`src/rtl/arb_pkg.sv`:
```
// Shared constants and FSM state type for the round-robin arbiter.
// Defaults describe an 8-requester arbiter with a 16-cycle hold limit.
package arb_pkg;
   localparam int ARB_N        = 8;
   localparam int ARB_IDXW     = 3;
   localparam int ARB_MAX_HOLD = 16;

   typedef enum logic {IDLE, GRANT} arb_state_t;
endpackage

```
`src/rtl/rr_priority_pick.sv`:
```
// Wrap-around priority search: first set bit of req at or above ptr, else lowest set bit.
// Purely combinational; pick is all-zero when req is all-zero.
module rr_priority_pick
   import arb_pkg::*;
#(
   parameter int N    = ARB_N,
   parameter int IDXW = ARB_IDXW
) (
   input  logic [N-1:0]    req,
   input  logic [IDXW-1:0] ptr,
   output logic [N-1:0]    pick,
   output logic [IDXW-1:0] pick_idx
);
   logic [N-1:0]    upper;
   logic [IDXW-1:0] upper_idx;
   logic [IDXW-1:0] low_idx;

   always_comb begin
      upper = '0;
      for (int i = 0; i < N; i++) begin
         upper[i] = req[i] && (IDXW'(i) >= ptr);
      end
   end

   // Descending scans leave the lowest set position in the index.
   always_comb begin
      upper_idx = '0;
      low_idx   = '0;
      for (int i = N - 1; i >= 0; i--) begin
         if (upper[i]) begin
            upper_idx = IDXW'(i);
         end
         if (req[i]) begin
            low_idx = IDXW'(i);
         end
      end
   end

   always_comb begin
      pick     = '0;
      pick_idx = '0;
      if (|upper) begin
         pick_idx = upper_idx;
         pick[upper_idx] = 1'b1;
      end else if (|req) begin
         pick_idx = low_idx;
         pick[low_idx] = 1'b1;
      end
   end
endmodule

```
`src/rtl/round_robin_arbiter.sv`:
```
// Round-robin arbiter with ack/withdraw/timeout release and zero-bubble handover.
// Grant appears one cycle after request; all outputs are registered.
module round_robin_arbiter
   import arb_pkg::*;
#(
   parameter int N        = ARB_N,
   parameter int IDXW     = ARB_IDXW,
   parameter int MAX_HOLD = ARB_MAX_HOLD
) (
   input  logic            clk,
   input  logic            rst,
   input  logic [N-1:0]    req,
   input  logic            ack,
   output logic [N-1:0]    gnt,
   output logic            gnt_valid,
   output logic [IDXW-1:0] gnt_idx,
   output logic            timeout
);
   localparam int CNTW = $clog2(MAX_HOLD + 1);

   arb_state_t      state;
   logic [IDXW-1:0] ptr;
   logic [CNTW-1:0] hold_cnt;

   logic            hold_hit;
   logic            rel;
   logic [IDXW-1:0] ptr_next;
   logic [IDXW-1:0] pick_ptr;
   logic [N-1:0]    pick_req;
   logic [N-1:0]    pick;
   logic [IDXW-1:0] pick_idx;

   assign hold_hit = (hold_cnt == CNTW'(MAX_HOLD - 1));
   assign rel      = ack || !req[gnt_idx] || hold_hit;
   assign ptr_next = (gnt_idx == IDXW'(N - 1)) ? '0 : gnt_idx + IDXW'(1);

   // During a release the holder is excluded, so handover only goes to someone else.
   assign pick_ptr = (state == GRANT) ? ptr_next : ptr;
   assign pick_req = (state == GRANT) ? (req & ~gnt) : req;

   rr_priority_pick #(
      .N    (N),
      .IDXW (IDXW)
   ) u_pick (
      .req      (pick_req),
      .ptr      (pick_ptr),
      .pick     (pick),
      .pick_idx (pick_idx)
   );

   always_ff @(posedge clk or posedge rst) begin
      if (rst) begin
         state     <= IDLE;
         gnt       <= '0;
         gnt_valid <= 1'b0;
         gnt_idx   <= '0;
         timeout   <= 1'b0;
         ptr       <= '0;
         hold_cnt  <= '0;
      end else begin
         case (state)
            IDLE: begin
               timeout  <= 1'b0;
               hold_cnt <= '0;
               if (|req) begin
                  state     <= GRANT;
                  gnt       <= pick;
                  gnt_idx   <= pick_idx;
                  gnt_valid <= 1'b1;
               end
            end
            GRANT: begin
               if (rel) begin
                  ptr      <= ptr_next;
                  timeout  <= hold_hit && !ack;
                  hold_cnt <= '0;
                  if (|pick_req) begin
                     gnt     <= pick;
                     gnt_idx <= pick_idx;
                  end else begin
                     state     <= IDLE;
                     gnt       <= '0;
                     gnt_valid <= 1'b0;
                     gnt_idx   <= '0;
                  end
               end else begin
                  timeout  <= 1'b0;
                  hold_cnt <= hold_cnt + CNTW'(1);
               end
            end
            default: begin
               state     <= IDLE;
               gnt       <= '0;
               gnt_valid <= 1'b0;
               gnt_idx   <= '0;
               timeout   <= 1'b0;
            end
         endcase
      end
   end
endmodule

```
`config.mk`:
```
export PLATFORM = sky130hd
export DESIGN_NAME = round_robin_arbiter
export DESIGN_NICKNAME = d
export VERILOG_FILES = /design/src/rtl/arb_pkg.sv /design/src/rtl/rr_priority_pick.sv /design/src/rtl/round_robin_arbiter.sv
export SDC_FILE = /design/constraint.sdc
export NUM_CORES = 1
export LEC_CHECK = 0
export CORE_MARGIN = 3
export CORE_UTILIZATION = 30
export CTS_CLUSTER_DIAMETER = 120
export DETAILED_ROUTE_END_ITERATION = 10
export PLACE_DENSITY = 0.51
export SETUP_SLACK_MARGIN = 0.5
export SLEW_MARGIN = 20
export SYNTH_ARGS = -nofsm -noshare
export SYNTH_HDL_FRONTEND = slang
export SYNTH_HIERARCHICAL = 1
export SYNTH_SLANG_ARGS = --single-unit
```
`constraint.sdc`:
```
create_clock -name clk -period 3 [get_ports clk]
set_input_delay 0.3 -clock clk [delete_from_list [all_inputs] [get_ports clk]]
set_output_delay 0.3 -clock clk [all_outputs]
set_load 0.05 [all_outputs]
```
Yosys cells after proc, flatten, opt, wreduce, memory -nomap -nowiden:

Index checks and enable logic that the tools add are counted.

* register bits: 22
* logic and storage cells: 100
* output and inout bits: 13
* bits in latches: 0
* bits in read-only memories: 0
* bits in writable memories: 0
* bits of input ports: 11
* memories: 0

* mux-type cells: 49
* $lt $le $gt $ge: 13
* reduce and logical (&&, ||, !) cells: 21
* bitwise gates (word level): 3
* multiply operators: 0
* divide/modulo/power cells: 0
* equal/unequal tests: 5
* shifts and indexed selects: 0
* add/subtract/negate cells: 2

Operators with widths (count)
* $mux W3: 23
* $mux W8: 6
* $reduce_or A8 Y1: 3
* $pmux W8 S2: 1
* $ge A3 B3 Y1 const A: 4
* $lt A3 B4 Y1 const B: 3
* $logic_and A1 B1 Y1: 11
* $mux W1: 10
* $pmux W5 S2: 1
* $and A8 B8 Y8: 1
* $not A8 Y8: 1
* $demux W1 S3: 2
* $ge A1 B3 Y1 const A: 2
* $ge A2 B3 Y1 const A: 2
* $ge A3 B1 Y1 const B: 2
* $pmux W1 S2: 3
* $pmux W3 S2: 1
* $add A5 B1 Y5 const B: 1
* $eq A5 B4 Y1 const B: 1
* $mux W5: 1
* $ne A2 B2 Y1 const B: 2
* $reduce_and A2 Y1: 2
* $add A3 B1 Y3 const B: 1
* $bmux W1 S3: 1
* 6 further kinds: 8

Logic depth before layout (Yosys ltp):

Gate-level depths: netlist (run 1).

* depth in word-level cells: 21
* depth in mapped cells: 11
* mapped depth without buffers: 11

Hierarchy:

The synthesis (run 1) kept the hierarchy.

Modules (own cells, without submodules)
* round_robin_arbiter: cells each 123, sequential area each 550.5 µm², instances 1, area an instance 1241.2 µm²
* rr_priority_pick: cells each 67, sequential area each 0.0 µm², instances 1, area an instance 404.1 µm²

Worst setup path after synthesis (run 1):

OpenSTA, ideal clock, no wires.

* kind: register -> register
* from: reg gnt_idx[0]
* to: reg gnt[5]
* cell stages (with the launch flop): 12
* library setup time: 0.101 ns
* setup slack: 0.281 ns
* buffers on the path: 1
* arrival time: 2.618 ns
* period minus slack after synthesis: 2.719 ns
* required time: 2.899 ns
* cells stage by stage: dfrtp_1 -> ha_1 -> ha_1 -> mux2_2 -> buf_4 -> nand3_2 -> a21oi_2 -> nand3_2 -> or4_4 -> o22ai_1 -> nand2_1 -> o32ai_1

* cells in the longest elaborated chain, start to end: 21
* elaborated cells on any way between the ends: 46
* those cells by class: 1 x add/sub; 10 x order compare; 2 x eq/ne; 19 x mux; 14 x reduce/logical

Ends and longest elaborated chain
* start, declared: line round_robin_arbiter.sv:16 `output logic [IDXW-1:0] gnt_idx,`
* start signal, assigned: line round_robin_arbiter.sv:68 `gnt_idx <= pick_idx;`
* start signal, assigned: line round_robin_arbiter.sv:79 `gnt_idx <= pick_idx;`
* $add A3 B1 Y3 or $eq A3 B3 Y1 (tied branches): line round_robin_arbiter.sv:35 `assign ptr_next = (gnt_idx == IDXW'(N - 1)) ? '0 : gnt_idx + IDXW'(1);`
* $mux W3 (*): line round_robin_arbiter.sv:35
* named net ptr_next[2]: line round_robin_arbiter.sv:27 `logic [IDXW-1:0] ptr_next;`
* $mux W3 (*): line round_robin_arbiter.sv:38 `assign pick_ptr = (state == GRANT) ? ptr_next : ptr;`
* named net pick_ptr[2]: line round_robin_arbiter.sv:28 `logic [IDXW-1:0] pick_ptr;`
* $ge A3 B3 Y1: line rr_priority_pick.sv:21 `upper[i] = req[i] && (IDXW'(i) >= ptr);`
* $logic_and A1 B1 Y1: line rr_priority_pick.sv:21
* $mux W3 (8 in a row): line rr_priority_pick.sv:30 `if (upper[i]) begin`
* $lt A3 B4 Y1 (implied by the code) or $ge A3 B1 Y1 (tied branches): line rr_priority_pick.sv:44 `pick[upper_idx] = 1'b1;`
* $logic_and A1 B1 Y1 (implied by the code): line rr_priority_pick.sv:44
* $mux W1 (implied by the code): line rr_priority_pick.sv:44
* $demux W1 S3
* $mux W8 (*): line rr_priority_pick.sv:42 `if (|upper) begin`
* named net pick[5]: line round_robin_arbiter.sv:30 `logic [N-1:0] pick;`
* $mux W8: line round_robin_arbiter.sv:77 `if (|pick_req) begin`
* $mux W8: line round_robin_arbiter.sv:73 `if (rel) begin`
* $pmux W8 S2 (*): line round_robin_arbiter.sv:61 `case (state)`
* end signal, assigned: line round_robin_arbiter.sv:67 `gnt <= pick;`
* end signal, assigned: line round_robin_arbiter.sv:78 `gnt <= pick;`
* end, declared: line round_robin_arbiter.sv:14 `output logic [N-1:0] gnt,`

The timed path passes the listed nets; every way through them passes the cells marked *. The select of a mux whose other input is x is not followed.
A chain may end at the register's enable or synchronous reset.

Worst setup path in the final report (run 1):

* from: reg gnt_idx[0]
* to: reg gnt[2]

The elaborated chain is that of the path after synthesis.

==> results of run 1 <==
registers in the layout, indices dropped and copies added, names as in the netlist:
register	flops
ptr	3
gnt_valid	1
hold_cnt	5
gnt_idx	3
gnt	8
state	1
timeout	1
path summary, 6_finish.rpt:
| kind | from | end | slack, ps | depth (start not counted) |
|---|---|---|---|---|
| max in group asynchronous | rst | gnt_idx[1] | 1900 | 2 |
| worst min register to register | hold_cnt[0] | hold_cnt[0] | 480 | 1 |
| worst min-delay path | hold_cnt[0] | hold_cnt[0] | 480 | 1 |
| worst max-delay path | gnt_idx[0] | gnt[2] | 580 | 9 |
| worst max register to register | gnt_idx[0] | gnt[2] | 580 | 9 |
| min in group asynchronous | rst | hold_cnt[4] | 510 | 2 |
metrics by stage:
stage	utilization [%]	total power, uW
after floorplan	-	1530
after global placement	38.8	1920
after detailed placement	38.8	1910
after CTS	40.7	2230
after global routing	43.7	2650
final	43.7	2470
layout make-up:
cell class	count	area (um2)	share of cell area [%]
Sequential cell	22	554	24.4
Inverter	22	82.6	3.63
Clock buffer	4	55.1	2.42
Multi-Input combinational cell	139	1120	49.4
Tap cell	70	87.6	3.85
Timing Repair Buffer	42	373	16.4
cell families after synthesis:
group | after synthesis
and+or+nand+nor | 64
xor gates and xnor gates | 2
muxes | 10
buffers and inverters | 30
AOI/OAI and AO/OA | 58
DFF | 22
adders and majority gates | 4
power groups by stage:
stage | Clock (uW) | Combinational, uW | Sequential (uW)
after global routing | 243 | 1910 | 497
after floorplan | 0 | 900 | 630
final | 223 | 1760 | 483
after detailed placement | 0 | 1420 | 495
after CTS | 229 | 1520 | 477
after global placement | 0 | 1430 | 492
layout by cell type (no fill, tap or decap), types with 4 or more instances in the layout:
cell	Yosys	final
nand3_1	4	4
buf_4	2	19
mux2i_1	4	4
o32ai_1	12	6
a21boi_1	4	4
and3_1	5	5
nor2b_1	5	5
nand2_1	16	16
inv_1	22	21
mux2_2	6	5
nand2b_1	4	4
o32ai_2	0	6
o21ai_2	3	5
o21ai_0	8	5
clkdlybuf4s50_1	0	23
clkbuf_8	0	4
a21boi_0	7	5
nor2_1	11	10
dfrtp_1	22	19
a21oi_1	8	6
per-layer routing:
layer / GRT usage, % / up-vias / part of all wire (%)
met3: 3.81 / 14 / 5.2
met2: 27.6 / 57 / 46
met4: 6.25 / 0 / 3.9
met5: 0 / - / 0
met1: 21.8 / 783 / 45
li1: - / 780 / -
worst max-delay path, cell delays in order (launching register included):
cell      delay (ps)
dfrtp_2          450
ha_4             180
ha_4             210
mux2_4           300
nor2_1           240
a22oi_1          190
o2111a_1         220
o22ai_1          240
nand2_1           80
o32ai_1          220
repair_timing:
| action | in CTS | in global routing |
|---|---|---|
| hold buffers | 0 | 0 |
| pin swaps | 2 | 8 |
| cloned | 0 | 1 |
| hold endpoints to repair | 0 | 0 |
| resized for setup | 8 | 21 |
| endpoints found under the setup margin | 8 | 11 |
| buffers inserted | 3 | 5 |
==> impl_metrics.yaml, run 1 <==
yosys:
  yosys.area_share.simple_pct: 22.1
  synth.distinct_cells: 44
  synth_edf_count: 0
  synth_common_cells: "dfrtp_1 (22), inv_1 (22), nand2_1 (16)"
  synth_nets: 205
  synth_area_um2: 1650
  synth.mux.area_fraction_pct: 6.54
  synth_xor_xnor_area_share_pct: 1.06
  synthTopCellsByArea: "dfrtp_1 (33%), o32ai_1 (6.4%), inv_1 (5.0%)"
  seq_area_frac_synth_pct: 33.5
  yosysTopAreaCellShare_pct: 33.5
  synthAdderAreaFrac_pct: 3.04
  synth_largest_area_cell: "dfrtp_1"
  ys_async_sr_fraction_pct: 100
  syn_inst: 190
  ys.flop_type: "dfrtp_1"
  synth_compound_area_share_pct: 26.3
  yosys_warnings: 6
  synth.avg_cell_area_um2: 8.66
  ys_seq_elements: 22
  synth_top_family_by_area: "compound AO/OA/AOI/OAI gates"
timing:
  hold_violations: 0
  tightest_slew_ps: 875
  fin_setup_tns_ps: 0
  setup-violations-final: 0
  period_share_pct: 80.6
  min_period_ps: 2420
  hold_ws_ps: 482
  relSlewSlack_pct: 41.6
  rsz0062_at_grt: "true"
  fin_skew_ps: 3.07
  maxSlewViolCount: 0
  finalWorstSetupSlack_ps: 583
  fmax_mhz: 414
pwr:
  peakVddDrop_uv: 436
  combPwrFrac_pct: 71.4
  clock_power_share_pct: 9.0
  p_int_uw: 1250
  p_sw_uw: 1210
  seqPwrFrac_pct: 19.6
  power_density_nw_per_um2: 1080
  switching_share_pct: 49.2
  p_leak_uw: 0.000936
final_layout:
  area_growth_pct: 38.3
  design_area_um2: 2280
  num-nets-final: 245
  nFillCells: 536
  final_cells: 299
  drive_above_1_share_pct: 28.8
  n_antenna_cell: 0
clocking:
  cts_sinks: 22
  clockBufferDepth: 2
  cts_buffers: 3
  cts-root-buf: "clkbuf_8"
  h-tree-depth: 1
  cts_tree: "built"
  clkLatencyLatePin_ps: 270
  clk_pin_slew_ps: 90
floorplan:
  rows: 26
  ioPinCount: 24
  die_h_um: 80.1
  start_util_pct: 31.6
  die_w_um: 80.1
  dieArea_um2: 6410
  design.core.area_um2: 5200
place:
  gp_congestion: 0.835
  place_ws_ps: 235
  hpwl_mm: 3.71
  dp_cells: 286
  placed_cell_area_um2: 2020
  portBuffers: 23
drt:
  finalWirelength_mm: 5.20
  first_iter_violations: 117
  post-route-drc-count: 0
  routed_via_density: 5.46
  dr_total_vias: 1634
  first_pass_iters: 5
  postRouteAntennaNets: 0
  wl_per_cell_um: 17.4
worst_setup_path:
  cp.required_ps: 3180
  setup.worst_path.class: "register to register"
  endpoint_kind: "register"
  startpoint_type: "register"
  worstPathMaxFanout: 5
  cp.arrival_ps: 2590
worst_hold_path:
  hold_path_class: "register to register"
grt:
  overflow: 0
  grt_pass1_wl_mm: 8.41
  grt_max_degree: 23
  grt_antenna_before_repair: 0
  grtUsageTotal_pct: 17.0
  grt_pass1_vias: 1656
outcome:
  status: "complete, no violations"
flow_run:
  max_cap_viol_count: 0
No activity file was read; power rests on OpenSTA's default activity.
==> run 2: changes to the inputs <==
==> constraint.sdc (replaced) <==
create_clock -name clk -period 2.3 [get_ports clk]
set_input_delay 0.23 -clock clk [delete_from_list [all_inputs] [get_ports clk]]
set_output_delay 0.23 -clock clk [all_outputs]
set_load 0.05 [all_outputs]
==> run 2 against run 1 <==
  * The flow now finishes with violations (negative setup slack)
  * Clock power grew 66%
  * Sequential share of layout area down 3.9 points
  * Clock skew about the same
  * Maximum frequency increased by 0.90%
  * Combinational power grew 66%
  * Final cell count rose by 8.7%
  * First-iteration DRC count decreased by 3.4%
  * Via count is 6.3% higher
  * Critical path depth is 2 higher
  * Final area grew 20%
  * Flip-flop and latch count unchanged
  * Clock-buffer cell count down 1
  * Critical path type unchanged
==> impl_metrics.yaml, run 2 (synthesized netlist as in run 1, its figures left out) <==
outcome:
  status: "complete, but fails checks"
  violations: "negative setup slack"
floorplan:
  rows: 26
  start_util_pct: 31.6
  ioPinCount: 24
  die_h_um: 80.1
  dieArea_um2: 6410
  die_w_um: 80.1
  design.core.area_um2: 5200
drt:
  dr_total_vias: 1737
  routed_via_density: 5.34
  first_iter_violations: 113
  post-route-drc-count: 0
  postRouteAntennaNets: 0
  wl_per_cell_um: 17.3
  first_pass_iters: 4
  finalWirelength_mm: 5.62
pwr:
  switching_share_pct: 46.6
  power_density_nw_per_um2: 1430
  combPwrFrac_pct: 75.0
  p_sw_uw: 1820
  seqPwrFrac_pct: 15.5
  clock_power_share_pct: 9.5
  p_leak_uw: 0.00113
  p_int_uw: 2080
  peakVddDrop_uv: 713
final_layout:
  layout_common_cells: "buf_4 (42), inv_1 (22), clkdlybuf4s50_1 (19)"
  final_cells: 325
  top_regs: "gnt: 8 flops, hold_cnt: 5 flops"
  layout_commonest_cell: "buf_4"
  area_growth_pct: 66.0
  drive_above_1_share_pct: 48.2
  largest_reg_flops: 8
  fin_util_pct: 52.5
  multi_input_area_um2: 1350
  regMostFlops: "gnt"
  n_antenna_cell: 0
  regArea_um2: 559
  num-nets-final: 271
  nFillCells: 470
clocking:
  clkLatencyLatePin_ps: 270
  cts-root-buf: "clkbuf_8"
  cts_buffers: 3
  h-tree-depth: 1
  cts_tree: "built"
  clockBufferDepth: 2
  clk_pin_slew_ps: 90
  cts_hold_buf: 0
  cts_sinks: 22
worst_setup_path:
  setup.worst_path.class: "register to register"
  endpoint_kind: "register"
  cp.arrival_ps: 2580
  startpoint_type: "register"
  worstPathMaxFanout: 6
  cp.required_ps: 2480
place:
  dp_cells: 311
  portBuffers: 23
  gp_congestion: 0.957
  hpwl_mm: 4.00
grt:
  overflow: 0
  grt_antenna_before_repair: 0
  grt_max_degree: 23
  grt_pass1_wl_mm: 8.71
  grt_pass1_vias: 1796
  grtUsageTotal_pct: 17.5
timing:
  fin_skew_ps: 3.48
  hold_violations: 0
  maxSlewViolCount: 0
  hold_ws_ps: 297
  rsz0062_at_grt: "true"
  finalWorstSetupSlack_ps: -95.6
  relSlewSlack_pct: 65.3
  period_share_pct: 104
  fmax_mhz: 417
  min_period_ps: 2400
  tightest_slew_ps: 519
  setup-violations-final: 6
flow_run:
  max_cap_viol_count: 0
worst_hold_path:
  hold_path_class: "input pin to async pin"
==> run 2: what timing repair did <==
action,CTS,global route
endpoints found under the setup margin,22,20
buffers inserted,5,5
gates resized for setup,31,23
pin swaps,13,11
==> run 2: layer usage <==
layer / wire length (um) / track usage [%] / share of wire (%)
met5: 0 / 0 / 0
met1: 2320 / 20.4 / 41
met3: 226 / 3.36 / 4.0
met4: 109 / 5.74 / 1.9
met2: 2960 / 31.9 / 53
==> run 2: metrics by stage <==
stage | total power (uW) | setup WS, ps | cell area (um2) | setup TNS [ps]
CTS | 3600 | -65.9 | 2550 | -315
global route | 4140 | -182 | 2730 | -1120
global placement | 2840 | -121 | 2310 | -444
detailed placement | 2870 | -164 | 2310 | -661
finish | 3900 | -95.6 | 2730 | -425
floorplan | 2170 | -155 | 1770 | -685
==> run 2: worst max-delay path, stage by stage (launching register included) <==
cell and delay (ps):
dfrtp_2 430, ha_4 170, ha_4 140, nor2_2 90, mux2_4 220, nand3_2 120, a21oi_4 170, nand3_2 130
or4_4 430, o22ai_1 130, nand2_1 80, o32ai_2 200
==> run 2: worst paths after layout <==
kind	from	endpoint	slack [ps]	cells after the start
max in group asynchronous	rst	gnt[5]	1750	3
worst min register to register	ptr[0]	ptr[0]	520	1
worst max-delay path	gnt_idx[1]	gnt[4]	-100	11
worst max register to register	gnt_idx[1]	gnt[4]	-100	11
worst min-delay path	rst	gnt_valid	300	3
min in group clk	ptr[0]	ptr[0]	520	1
==> run 2: final cells by class <==
class	count	area share (%)
clock buffer	3	1.51
sequential	22	20.5
multi-input combinational	138	49.2
timing repair buffer	69	21.4
tap	70	3.21
inverter	22	3.02
clock inverter	1	1.10
==> run 2: power groups by stage <==
stage                     Sequential [uW]  Clock [uW]  Combinational, uW
after CTS                             604         385               2610
after detailed placement              614           0               2260
after floorplan                       837           0               1340
after global placement                611           0               2230
final                                 606         370               2920
after global routing                  619         400               3120
==> variant, RTL diff (config.mk and constraints of run 2) <==
Put one more register stage on the output `timeout`, with the module's reset. The value now appears one clock later. The other outputs are not delayed to match.
--- a/src/rtl/round_robin_arbiter.sv
+++ b/src/rtl/round_robin_arbiter.sv
@@ -17,6 +17,8 @@
    output logic            timeout
 );
    localparam int CNTW = $clog2(MAX_HOLD + 1);
+
+   logic timeout_s0;
 
    arb_state_t      state;
    logic [IDXW-1:0] ptr;
@@ -54,13 +56,13 @@
          gnt       <= '0;
          gnt_valid <= 1'b0;
          gnt_idx   <= '0;
-         timeout   <= 1'b0;
+         timeout_s0 <= 1'b0;
          ptr       <= '0;
          hold_cnt  <= '0;
       end else begin
          case (state)
             IDLE: begin
-               timeout  <= 1'b0;
+               timeout_s0 <= 1'b0;
                hold_cnt <= '0;
                if (|req) begin
                   state     <= GRANT;
@@ -72,7 +74,7 @@
             GRANT: begin
                if (rel) begin
                   ptr      <= ptr_next;
-                  timeout  <= hold_hit && !ack;
+                  timeout_s0 <= hold_hit && !ack;
                   hold_cnt <= '0;
                   if (|pick_req) begin
                      gnt     <= pick;
@@ -84,7 +86,7 @@
                      gnt_idx   <= '0;
                   end
                end else begin
-                  timeout  <= 1'b0;
+                  timeout_s0 <= 1'b0;
                   hold_cnt <= hold_cnt + CNTW'(1);
                end
             end
@@ -93,10 +95,18 @@
                gnt       <= '0;
                gnt_valid <= 1'b0;
                gnt_idx   <= '0;
-               timeout   <= 1'b0;
+               timeout_s0 <= 1'b0;
             end
          endcase
       end
    end
+   always_ff @(posedge clk or posedge rst) begin
+      if (rst) begin
+         timeout <= '0;
+      end else begin
+         timeout <= timeout_s0;
+      end
+   end
+
 endmodule
 
Check against the original RTL: no difference found for any inputs over 10 cycles, from zero or initial values and one cycle with rst high; that may be too few to reach the edited logic, so the function may still have changed.
==> variant against run 2 <==
- the flow still finishes with violations (negative setup slack)
- synthesized cell count is 0.53% higher
- power grew 6.7%
- synthesized area rose by 1.7%
- sequential cell count rose by 1
- cell area increased by 4.6%
- utilization grew 2.1 points
- setup slack got worse by 0.042 ns
- worst hold slack improved by 0.0050 ns
- global-route usage is 1.8 points higher
- sequential power up 4.0%
- combinational power is 12% higher
- routed wire length increased by 5.2%
- die area grew 1.6%
==> variant: results (changes against run 2) <==
stage,metric,value,unit,change
timing,sum of negative setup slack,-0.634,ns,-0.209 ns
critical_path,CP Capture Point,gnt[4],,
power_and_ir_drop,Leak,1.18,nW,+5.2%
placed_design,gpl congestion,0.911,,-4.8%
critical_path,data arrival time of the critical path,2.62,ns,+0.04 ns
routing,DR vias,1766,,+1.7%
grt,vias in the first global route,1884,,+4.9%
clock_network,maximum buffer depth of the clock tree,2,,unchanged
routing,vias per cell,5.32,,-0.47%
cells_and_area,biggest regs,"gnt: 8 flops, hold_cnt: 5 flops",,
grt,largest net degree at the start of global routing,24,,+4.3%
cells_and_area,nets,278,,+2.6%
placed_design,Placed Cells,314,,+0.96%
clock_network,clock root buffer,clkbuf_8,,
logic_synthesis,Area contributors post-synth,"dfrtp_1 (34%), o32ai_1 (6.3%), inv_1 (4.9%)",,
power_and_ir_drop,Max VDD drop,0.870,mV,+22%
placed_design,Post-DP HPWL,4030,µm,+0.90%
routing,post-DR wirelength/cell,17.8,µm,+3.0%
logic_synthesis,sequential area share after synthesis,34.4,%,+0.92 points
clock_network,TritonCTS buffer count,3,,unchanged
routing,Pre-antenna DRT Iters,4,,unchanged
logic_synthesis,Netlist cell types,45,,+2.3%
timing,Final Worst Setup Slack,-0.137,ns,-0.0416 ns
grt,initial antenna violation count,0,,unchanged
grt,met2 GRT Util,33.9,%,+2.1 points
timing,Rel. slew slack,65.3,%,about the same
placed_design,PortBufs,23,,unchanged
critical_path,Worst Setup SP,gnt_idx[1],,
grt,met1 usage,24.0,%,+3.7 points
critical_path,cells on worst reg2reg path,10,,-1
clock_network,Worst-Skew Late Latency,0.27,ns,about the same
routing,Detailed Route Iter0 Violations,71,,-37%
outcome,status,"complete, but fails checks",,
cells_and_area,number of fill cells,455,,-3.2%
logic_synthesis,Syn Nets,206,,+0.49%
timing,skew final,0.00633,ns,+0.00285 ns
clock_network,Max H-tree Level,1,,unchanged
outcome,failing checks,negative setup slack,,
logic_synthesis,warnings from Yosys,6,,unchanged
grt,M3 GR Usage,2.80,%,-0.56 points
critical_path,CP Max Fanout,7,,+1
min_path,HP Class,input port to async pin,,
logic_synthesis,top_reg_cell synth,dfrtp_1,,
grt,All-Layer GR Usage,19.3,%,+1.8 points
logic_synthesis,commonest cells in the synthesized netlist,"dfrtp_1 (23), inv_1 (22), nand2_1 (16)",,
grt,first-pass GRT wire length,9590,µm,+10%
logic_synthesis,synthesized area per cell,8.76,µm²,+1.2%
timing,Setup-failing EPs final,7,,+1
cells_and_area,share of layout cells above drive strength 1,51.5,%,+3.3 points
cells_and_area,n_diodes,0,,unchanged
==> variant: power by group <==
| group | switching (W) | internal [W] | total [W] |
|---|---|---|---|
| sequential | 0.0000964 | 0.000533 | 0.000630 |
| clock | 0.000147 | 0.000123 | 0.000270 |
| combinational | 0.00176 | 0.00150 | 0.00326 |
| total | 0.00200 | 0.00216 | 0.00416 |
==> variant: cell families (layout without fill, tap and decap cells) <==
family,count (synthesis),after routing,synth area share (%)
xor+xnor,2,2,1.05
flops,23,23,34.4
buf+inv,30,100,7.55
simple gates,64,65,21.7
mux,10,10,6.43
compound gates,58,58,25.9
fa+ha+maj,4,4,2.99
==> variant: layer usage <==
metal  vias to the layer above  part of all wire [%]
met1                       874                    45
met3                         8                   2.8
met5                         -                     0
met2                        39                    50
met4                         0                   1.7
li1                        845                     -
==> variant: final cells by class <==
cell class,count,area [µm²],area share [%]
repair buffers,74,638,22.3
inverters,22,82.6,2.89
clock buffers,3,41.3,1.45
well taps,70,87.6,3.07
multi-input cells,139,1420,49.5
clock inverters,1,7.51,0.263
flip-flops and latches,23,584,20.5
==> variant: how the worst min path moves through the flow <==
stage | slack, ns | cells past startpoint | startpoint | to
final | 0.30 | 3 | rst | gnt[7]
after global routing | 0.35 | 3 | rst | gnt[7]
after CTS | 0.32 | 3 | rst | gnt[7]
after detailed placement | 0.34 | 0 | timeout_s0 | timeout
after global placement | 0.33 | 0 | timeout_s0 | timeout
after floorplan | 0.23 | 1 | rst | gnt[3]
==> variant: what timing repair did <==
item | 4_1_cts | 5_1_grt
cloned | 2 | 0
gates resized for setup | 48 | 21
endpoints found under the setup margin | 21 | 18
hold buffers | 0 | 0
pin swaps | 13 | 7
buffers inserted | 11 | 1
==> variant: stage by stage <==
step	hold slack (ns)	area [µm²]	setup slack, ns
3_3_place_gp	0.334	2350	-0.186
3_5_place_dp	0.345	2350	-0.188
5_1_grt	0.348	2860	-0.241
2_1_floorplan	0.231	1800	-0.155
4_1_cts	0.316	2740	-0.0840
6_report	0.302	2860	-0.137
==> variant: critical path, stage by stage (launching register included) <==
cell and delay [ns]:
dfrtp_2 0.44, ha_4 0.17, ha_4 0.26, mux2_4 0.20, a21boi_2 0.07, o21ai_2 0.22, nand3_2 0.13, or4_4 0.47
o22ai_4 0.13, nand2_2 0.07, o32ai_2 0.20
